$ cat config.mk
export PLATFORM = sky130hd
export DESIGN_NAME = spi_cmd_sequencer
export DESIGN_NICKNAME = d
export VERILOG_FILES = /design/src/rtl/spi_cmd_sequencer.sv
export SDC_FILE = /design/constraint.sdc
export NUM_CORES = 1
export LEC_CHECK = 0
export CAP_MARGIN = 20
export CORE_MARGIN = 2
export CORE_UTILIZATION = 47
export DETAILED_ROUTE_END_ITERATION = 16
export GPL_TIMING_DRIVEN = 1
export PLACE_DENSITY = 0.81
export SLEW_MARGIN = 20
export SYNTH_ARGS = -nofsm -noshare
export SYNTH_HDL_FRONTEND = slang
export SYNTH_SLANG_ARGS = --single-unit
$ cat constraint.sdc
create_clock -name clk -period 2.4 [get_ports clk]
set_clock_uncertainty 0.1 [all_clocks]
set_input_delay 0.24 -clock clk [delete_from_list [all_inputs] [get_ports clk]]
set_output_delay 0.24 -clock clk [all_outputs]
set_load 0.05 [all_outputs]
$ cat src/rtl/spi_cmd_sequencer.sv
// rtl/spi_cmd_sequencer.sv - SPI command frame sequencer above a byte-level driver
// Issues opcode/address/write/read bytes one at a time; a silent driver aborts the frame.
module spi_cmd_sequencer #(
  parameter int P_ADDR_BYTES = 3,
  parameter int P_LEN_WIDTH  = 8,
  parameter int P_TIMEOUT    = 1024
) (
  input  logic                      clk,
  input  logic                      rst_n,
  input  logic                      i_cmd_valid,
  output logic                      o_cmd_ready,
  input  logic [7:0]                i_cmd_opcode,
  input  logic [P_ADDR_BYTES*8-1:0] i_cmd_addr,
  input  logic                      i_cmd_addr_en,
  input  logic [P_LEN_WIDTH-1:0]    i_cmd_wr_len,
  input  logic [P_LEN_WIDTH-1:0]    i_cmd_rd_len,
  input  logic [7:0]                i_wr_data,
  input  logic                      i_wr_valid,
  output logic                      o_wr_ready,
  output logic [7:0]                o_rd_data,
  output logic                      o_rd_valid,
  output logic                      o_busy,
  output logic                      o_done,
  output logic                      o_err,
  output logic [7:0]                o_drv_data,
  output logic                      o_drv_valid,
  input  logic                      i_drv_ready,
  input  logic [7:0]                i_drv_read_data,
  input  logic                      i_drv_read_valid
);

  localparam int AW = P_ADDR_BYTES * 8;
  localparam int CW = (P_ADDR_BYTES > 1) ? $clog2(P_ADDR_BYTES) : 1;
  localparam int TW = $clog2(P_TIMEOUT);

  typedef enum logic [2:0] {
    S_IDLE, S_OPCODE, S_ADDR, S_WRITE, S_READ, S_DONE, S_ERR
  } state_t;

  state_t                 state_q;
  state_t                 next_phase_d;
  state_t                 post_addr_d;
  logic [AW-1:0]          addr_q;
  logic                   addr_en_q;
  logic [P_LEN_WIDTH-1:0] wr_cnt_q;
  logic [P_LEN_WIDTH-1:0] rd_cnt_q;
  logic [CW-1:0]          addr_cnt_q;
  logic                   pending_q;
  logic [TW-1:0]          tmo_q;

  // A staged write byte is the driver byte itself, so "staged" is o_drv_valid.
  assign o_wr_ready = (state_q == S_WRITE) && !pending_q && !o_drv_valid;

  always_comb begin
    post_addr_d = S_DONE;
    if (wr_cnt_q != '0) begin
      post_addr_d = S_WRITE;
    end else if (rd_cnt_q != '0) begin
      post_addr_d = S_READ;
    end
    next_phase_d = state_q;
    case (state_q)
      S_OPCODE: next_phase_d = addr_en_q ? S_ADDR : post_addr_d;
      S_ADDR:   if (addr_cnt_q == CW'(P_ADDR_BYTES - 1)) next_phase_d = post_addr_d;
      S_WRITE:  if (wr_cnt_q == P_LEN_WIDTH'(1)) next_phase_d = (rd_cnt_q != '0) ? S_READ : S_DONE;
      S_READ:   if (rd_cnt_q == P_LEN_WIDTH'(1)) next_phase_d = S_DONE;
      default:  ;
    endcase
  end

  always_ff @(posedge clk or negedge rst_n) begin
    if (!rst_n) begin
      state_q     <= S_IDLE;
      addr_q      <= '0;
      addr_en_q   <= 1'b0;
      wr_cnt_q    <= '0;
      rd_cnt_q    <= '0;
      addr_cnt_q  <= '0;
      pending_q   <= 1'b0;
      tmo_q       <= '0;
      o_cmd_ready <= 1'b0;
      o_rd_data   <= 8'h00;
      o_rd_valid  <= 1'b0;
      o_busy      <= 1'b0;
      o_done      <= 1'b0;
      o_err       <= 1'b0;
      o_drv_data  <= 8'h00;
      o_drv_valid <= 1'b0;
    end else begin
      o_rd_valid <= 1'b0;
      o_done     <= 1'b0;
      o_err      <= 1'b0;
      case (state_q)
        S_IDLE: begin
          o_cmd_ready <= 1'b1;
          pending_q   <= 1'b0;
          if (i_cmd_valid && o_cmd_ready) begin
            o_cmd_ready <= 1'b0;
            o_busy      <= 1'b1;
            addr_q      <= i_cmd_addr;
            addr_en_q   <= i_cmd_addr_en;
            wr_cnt_q    <= i_cmd_wr_len;
            rd_cnt_q    <= i_cmd_rd_len;
            addr_cnt_q  <= '0;
            tmo_q       <= '0;
            o_drv_data  <= i_cmd_opcode;
            o_drv_valid <= 1'b1;
            state_q     <= S_OPCODE;
          end
        end
        S_DONE, S_ERR: begin
          o_busy      <= 1'b0;
          o_cmd_ready <= 1'b1;
          state_q     <= S_IDLE;
        end
        default: begin
          // o_drv_valid is low while pending, so handshake and strobe never overlap here.
          if (o_drv_valid && i_drv_ready) begin
            o_drv_valid <= 1'b0;
            pending_q   <= 1'b1;
            tmo_q       <= '0;
          end else if (pending_q && i_drv_read_valid) begin
            pending_q <= 1'b0;
            tmo_q     <= '0;
            state_q   <= next_phase_d;
            case (state_q)
              S_ADDR:  addr_cnt_q <= addr_cnt_q + CW'(1);
              S_WRITE: wr_cnt_q <= wr_cnt_q - P_LEN_WIDTH'(1);
              S_READ: begin
                rd_cnt_q   <= rd_cnt_q - P_LEN_WIDTH'(1);
                o_rd_data  <= i_drv_read_data;
                o_rd_valid <= 1'b1;
              end
              default: ;
            endcase
            case (next_phase_d)
              S_ADDR: begin
                o_drv_data  <= addr_q[AW-1 -: 8];
                o_drv_valid <= 1'b1;
                addr_q      <= addr_q << 8;
              end
              S_READ: begin
                o_drv_data  <= 8'h00;
                o_drv_valid <= 1'b1;
              end
              S_DONE:  o_done <= 1'b1;
              default: ;
            endcase
          end else if (pending_q) begin
            if (tmo_q == TW'(P_TIMEOUT - 2)) begin
              pending_q   <= 1'b0;
              o_drv_valid <= 1'b0;
              o_err       <= 1'b1;
              state_q     <= S_ERR;
            end else begin
              tmo_q <= tmo_q + TW'(1);
            end
          end else if (o_wr_ready && i_wr_valid) begin
            o_drv_data  <= i_wr_data;
            o_drv_valid <= 1'b1;
          end
        end
      endcase
    end
  end

endmodule
Yosys cells after proc, flatten, opt, wreduce, memory -nomap -nowiden
Cells that the tools add are included.
Storage, ports and cells
  bits in registers: 79
  latch bits: 0
  RAM bits: 0
  ROM bits: 0
  output and inout port bits: 23
  memories: 0
Cells by class
  $add $sub $neg: 4
  multipliers: 0
  divide/modulo/power cells: 0
  order comparisons: 0
  equality and inequality tests: 21
  shift operators: 0
  muxes and demuxes: 75
  bitwise logic cells: 3
  reductions and logical operators: 36
Operators by type and width (number)
  $mux W8: 13
  $mux W24: 4
  $pmux W8 S2: 4
  $mux W10: 5
  $pmux W24 S2: 1
  $mux W3: 10
  $mux W1: 26
  $reduce_and A5 Y1: 5
  $pmux W10 S2: 1
  $eq A8 B1 Y1 const B: 2
  $reduce_bool A8 Y1: 2
  $sub A8 B1 Y8 const B: 2
  $eq A3 B3 Y1 const B: 5
  $pmux W3 S4: 1
  $reduce_and A4 Y1: 3
  $reduce_bool A2 Y1: 6
  $reduce_bool A4 Y1: 3
  $add A10 B1 Y10 const B: 1
  $eq A10 B10 Y1 const B: 1
  $eq A3 B2 Y1 const B: 3
  $mux W2: 4
  $ne A4 B3 Y1 const B: 2
  $pmux W1 S2: 4
  $logic_and A1 B1 Y1: 6
  other kinds (19): 25

Depth between registers and ports, before layout
  word-level depth: 11
  depth in mapped cells: 10
  depth with buffers taken out: 8

Worst setup path before layout
OpenSTA, ideal clock, no wires.
  kind: reg-to-reg
  from: register wr_cnt_q[0]
  to: register addr_q[14]
  arrival time: 2.311 ns
  required time: 2.177 ns
  path slack: -0.134 ns
  cell stages (with the launch flop): 11
  buffers on the path: 2
  period minus slack after synthesis: 2.534 ns
  cell sequence: dfrtp_1 inv_1 ha_1 or3b_1 a211oi_1 a2bb2oi_1 nor4_2 or2_1 buf_4 buf_6 o221a_1
Between the ends
  cells in the longest elaborated chain, start to end: 7
  elaborated cells on any way between the ends: 10
Ends and longest elaborated chain
  start, declared: RTL line 45  | logic [P_LEN_WIDTH-1:0] wr_cnt_q;
  start signal, assigned: RTL line 102  | wr_cnt_q <= i_cmd_wr_len;
  start signal, assigned: RTL line 128  | S_WRITE: wr_cnt_q <= wr_cnt_q - P_LEN_WIDTH'(1);
  $reduce_bool A8 Y1: RTL line 56  | if (wr_cnt_q != '0) begin
  $mux W3: RTL line 56
  $mux W3 (on tied branches): RTL line 64, 63
  $pmux W3 S4 *: RTL line 62  | case (state_q)
  $eq A3 B2 Y1 *: RTL line 136  | case (next_phase_d)
  $reduce_bool A2 Y1 (no line) *
  $reduce_and A5 Y1 (no line) *
  end signal, assigned: RTL line 100  | addr_q <= i_cmd_addr;
  end signal, assigned: RTL line 140  | addr_q <= addr_q << 8;
  end, declared: RTL line 43  | logic [AW-1:0] addr_q;
Mark *: on every way between the ends. The rest lies on a longest branch, timed or not.
A chain may end at the register's enable or synchronous reset.

Worst setup path in the final report
  from: register state_q[1]
  to: register o_drv_data[0]
Between the ends
  cells in the longest elaborated chain, start to end: 7
  elaborated cells on any way between the ends: 28
Ends and longest elaborated chain
  start, declared: RTL line 40  | state_t state_q;
  start signal, assigned: RTL line 125  | state_q <= next_phase_d;
  $eq A3 B3 Y1, or another cell as far along: RTL line 62
  $pmux W3 S4: RTL line 62
  $eq A3 B3 Y1 or $eq A3 B2 Y1 (tied branches): RTL line 136
  $pmux W8 S2: RTL line 136
  $mux W8: RTL line 122  | end else if (pending_q && i_drv_read_valid) begin
  $mux W8: RTL line 118  | if (o_drv_valid && i_drv_ready) begin
  $pmux W8 S2: RTL line 93  | case (state_q)
  end signal, assigned: RTL line 106  | o_drv_data <= i_cmd_opcode;
  end signal, assigned: RTL line 138  | o_drv_data <= addr_q[AW-1 -: 8];
  end signal, assigned: RTL line 159  | o_drv_data <= i_wr_data;
  end, declared: RTL line 25  | output logic [7:0] o_drv_data,
Parallel ways exist; a longest one is shown, timed or not. The select of a mux whose other input is x is not followed.

==> impl_metrics.yaml <==
power_and_ir_drop:
  clkPwrFrac: 0.432
  intPower_uw: 2062
  p_seq_frac: 0.500
  p_sw_frac: 0.2240
  p_comb_frac: 0.068
  leakage_uw: 0.002835
  p_switching_uw: 595.2
  ir_drop_mv: 0.3327
  power.density_nw_per_um2: 388.4
setup_path:
  critPathArrivalTime_ps: 2550
  critPathMaxStageDelay_ps: 450
  worstPathCellList: "buf_6 > nor3_4 > nor2_2 > a311oi_4 > or3b_4 > buf_12 > a2111oi_4 > a211oi_1"
  critPathLaunchType: "flip-flop"
  regToRegEndpoint: "o_drv_data[0]$_DFFE_PN0P_"
  critPathCaptureType: "flip-flop"
  critPathKind: "reg -> reg"
  rrSetupSlack_ps: -10
  required_ps: 2540
  crit_fanout: 8
  r2r_cells: 8
  timing.rr.start: "state_q[1]$_DFFE_PN0P_"
  critical-path-slowest-cell: "dfrtp_2"
timing:
  setup_tns_ps: -21.81
  worst_slack_ps: -13.52
  fin_crit_sh: 1.006
  worst_pin_slew_ps: 850.8
  fin_crit_ps: 2414
  finalHoldViolations: 0
  final-setup-viol-count: 3
  clock.fmax_mhz: 414.3
  relSlewSlack: 0.4328
  slew_viol_final: 0
  rsz0062_at_grt: "yes"
global_route:
  grt_pass1_vias: 4457
  grt_pass1_wl_mm: 21.47
  track_usage: 0.2432
  grt_max_degree: 66
  antenna_found_initial: 0
  overflow: 0
synth:
  synth_nets: 601
  syn_area_sq_um: 4773
  yosys_warnings: 0
  synthFlopType: "dfrtp_1"
  synth-seq-area-share: 0.4142
  syn_inst: 521
  ys_seq_elements: 79
  synth_edf_count: 0
  synth_cell_types: 66
  ys_async_sr_fraction: 1.000
  avgSynthCellArea_sq_um: 9.162
die:
  die_area_sq_um: 10980
  ioPinCount: 94
  core-area_sq_um: 9819
  die_y_microns: 104.8
  die_x_microns: 104.8
  rows: 36
  initial_utilization: 0.4861
clock_tree:
  cts-root-buf: "clkbuf_8"
  cts_buffers: 9
  clkSinkCount: 79
  clk-insertion-delay-late_ps: 370
  cts_buffer_depth: 2
  htreeDepth: 3
  clk_pin_slew_ps: 90
  cts_tree: "built"
hold_path:
  hold_depth: 3
  hp-start: "i_cmd_addr_en"
  hp-class: "in -> reg"
  hold_end: "addr_en_q$_DFFE_PN0P_"
drt:
  drc: 0
  ant_nets: 0
  vias_per_cell: 5.762
  routedWlPerCell_microns: 17.10
  via_count: 4656
  wl_mm: 13.82
  dr.pass1.iters: 5
  drtIter0Drc: 392
placed_design:
  hpwl_mm: 9.562
  port_buffers: 93
  place.gp.congestion: 0.8978
layout:
  final_cell_mix: "clkdlybuf4s50_1, dfrtp_1, nand2_1, buf_4, o21ai_0"
  drive_gt1_frac: 0.2341
  nNetsFinal: 750
  syn2layout_area_growth_pct: 43.33
  final_common_cell: "clkdlybuf4s50_1"
  final_util: 0.6967
  insertedDiodeCount: 0
status:
  status: "finished, violations left"
  violations: "negative setup slack"
run:
  maxCapViolations: 0
==> power groups by stage <==
stage | Combinational [uW] | Sequential [uW] | Clock [uW]
floorplan | 15.6 | 1360 | 0
global placement | 174 | 1360 | 0
detailed placement | 176 | 1360 | 0
CTS | 179 | 1330 | 1160
global route | 194 | 1330 | 1220
finish | 180 | 1330 | 1150
==> cell families after synthesis <==
logic type / share of synthesized area
buffers and inverters: 0.05688
adders and majority gates: 0.02359
AOI/OAI and AO/OA: 0.2703
muxes: 0.004194
and+or+nand+nor: 0.2218
DFF: 0.4142
xor gates and xnor gates: 0.009174
==> cells in the mapped netlist, drive strengths merged (5+ instances only) <==
cell | count | area (sq um)
inv | 20 | 75.07
nand3 | 7 | 35.03
a211oi | 11 | 82.58
nand4 | 6 | 37.54
buf | 16 | 121.4
nor3 | 24 | 136.4
and3 | 14 | 87.58
dfrtp | 79 | 1977
o22ai | 6 | 37.54
a2bb2oi | 9 | 78.83
nand2b | 20 | 125.1
o221a | 19 | 214.0
nand2 | 76 | 285.3
a21oi | 21 | 105.1
clkbuf | 19 | 71.32
and2 | 6 | 37.54
ha | 9 | 112.6
o21ai | 52 | 260.3
or3 | 6 | 37.54
nor2 | 34 | 130.1
xor2 | 5 | 43.79
a2111oi | 9 | 216.5
==> how the worst max path moves through the flow <==
stage | depth (start not counted) | slack [ps] | from | to
final | 8 | -10 | state_q[1]$_DFFE_PN0P_ | o_drv_data[0]$_DFFE_PN0P_
after detailed placement | 7 | -310 | i_cmd_valid | addr_q[12]$_DFFE_PN0P_
after CTS | 8 | 3 | state_q[0]$_DFFE_PN0P_ | o_drv_data[5]$_DFFE_PN0P_
after global placement | 7 | -240 | i_cmd_valid | addr_q[13]$_DFFE_PN0P_
after global routing | 8 | -110 | state_q[1]$_DFFE_PN0P_ | o_drv_data[6]$_DFFE_PN0P_
after floorplan | 10 | 7 | wr_cnt_q[1]$_DFFE_PN0P_ | addr_q[14]$_DFFE_PN0P_
==> cell type report <==
cell class,count,area (sq um)
Sequential cell,79,1981
Clock buffer,10,137.6
Clock inverter,6,92.59
Multi-Input combinational cell,387,2793
Fill cell,764,2978
Timing Repair Buffer,172,1593
Tap cell,133,166.4
Inverter,21,78.83
==> worst max-delay path: cells and delay by family (launching register included) <==
family                 cells  cell delay (ps)
AND/OR/NAND/NOR            3              750
buffers and inverters      2              300
flip-flops                 1              450
AO/OA/AOI/OAI              3              680
==> per-layer routing <==
| layer | vias up | global-route usage | share of wire |
|---|---|---|---|
| li1 | 2211 | - | - |
| met1 | 2226 | 0.3190 | 0.44 |
| met2 | 196 | 0.4012 | 0.48 |
| met3 | 23 | 0.05240 | 0.062 |
| met4 | 0 | 0.07905 | 0.018 |
| met5 | - | 0 | 0 |
==> through the flow <==
step	area (sq um)	power (uW)	hold slack, ps	cells	setup slack (ps)
2_1_floorplan	4802	1372	-155.6	521	6.653
3_3_place_gp	6267	1530	295.1	781	-236.9
3_5_place_dp	6267	1533	302.9	781	-309.6
4_1_cts	6573	2666	295.5	801	2.989
5_1_grt	6842	2745	309.2	808	-105.3
6_report	6842	2657	301.9	808	-13.52
==> what timing repair did <==
| item | in CTS | in global routing |
|---|---|---|
| gates resized for setup | 12 | 36 |
| endpoints found under the setup margin | 26 | 43 |
| hold buffers | 1 | 0 |
| pin swaps | 3 | 36 |
| setup buffers | 2 | 5 |
| hold endpoints to repair | 63 | 0 |
| cloned | 1 | 2 |
==> flip-flops by register name (all words and copies together) (netlist names), 2 cells and up <==
| name | count |
|---|---|
| addr_cnt_q | 2 |
| addr_q | 24 |
| o_drv_data | 8 |
| o_rd_data | 8 |
| rd_cnt_q | 8 |
| state_q | 3 |
| tmo_q | 10 |
| wr_cnt_q | 8 |
(Power assumes the default switching activity.)
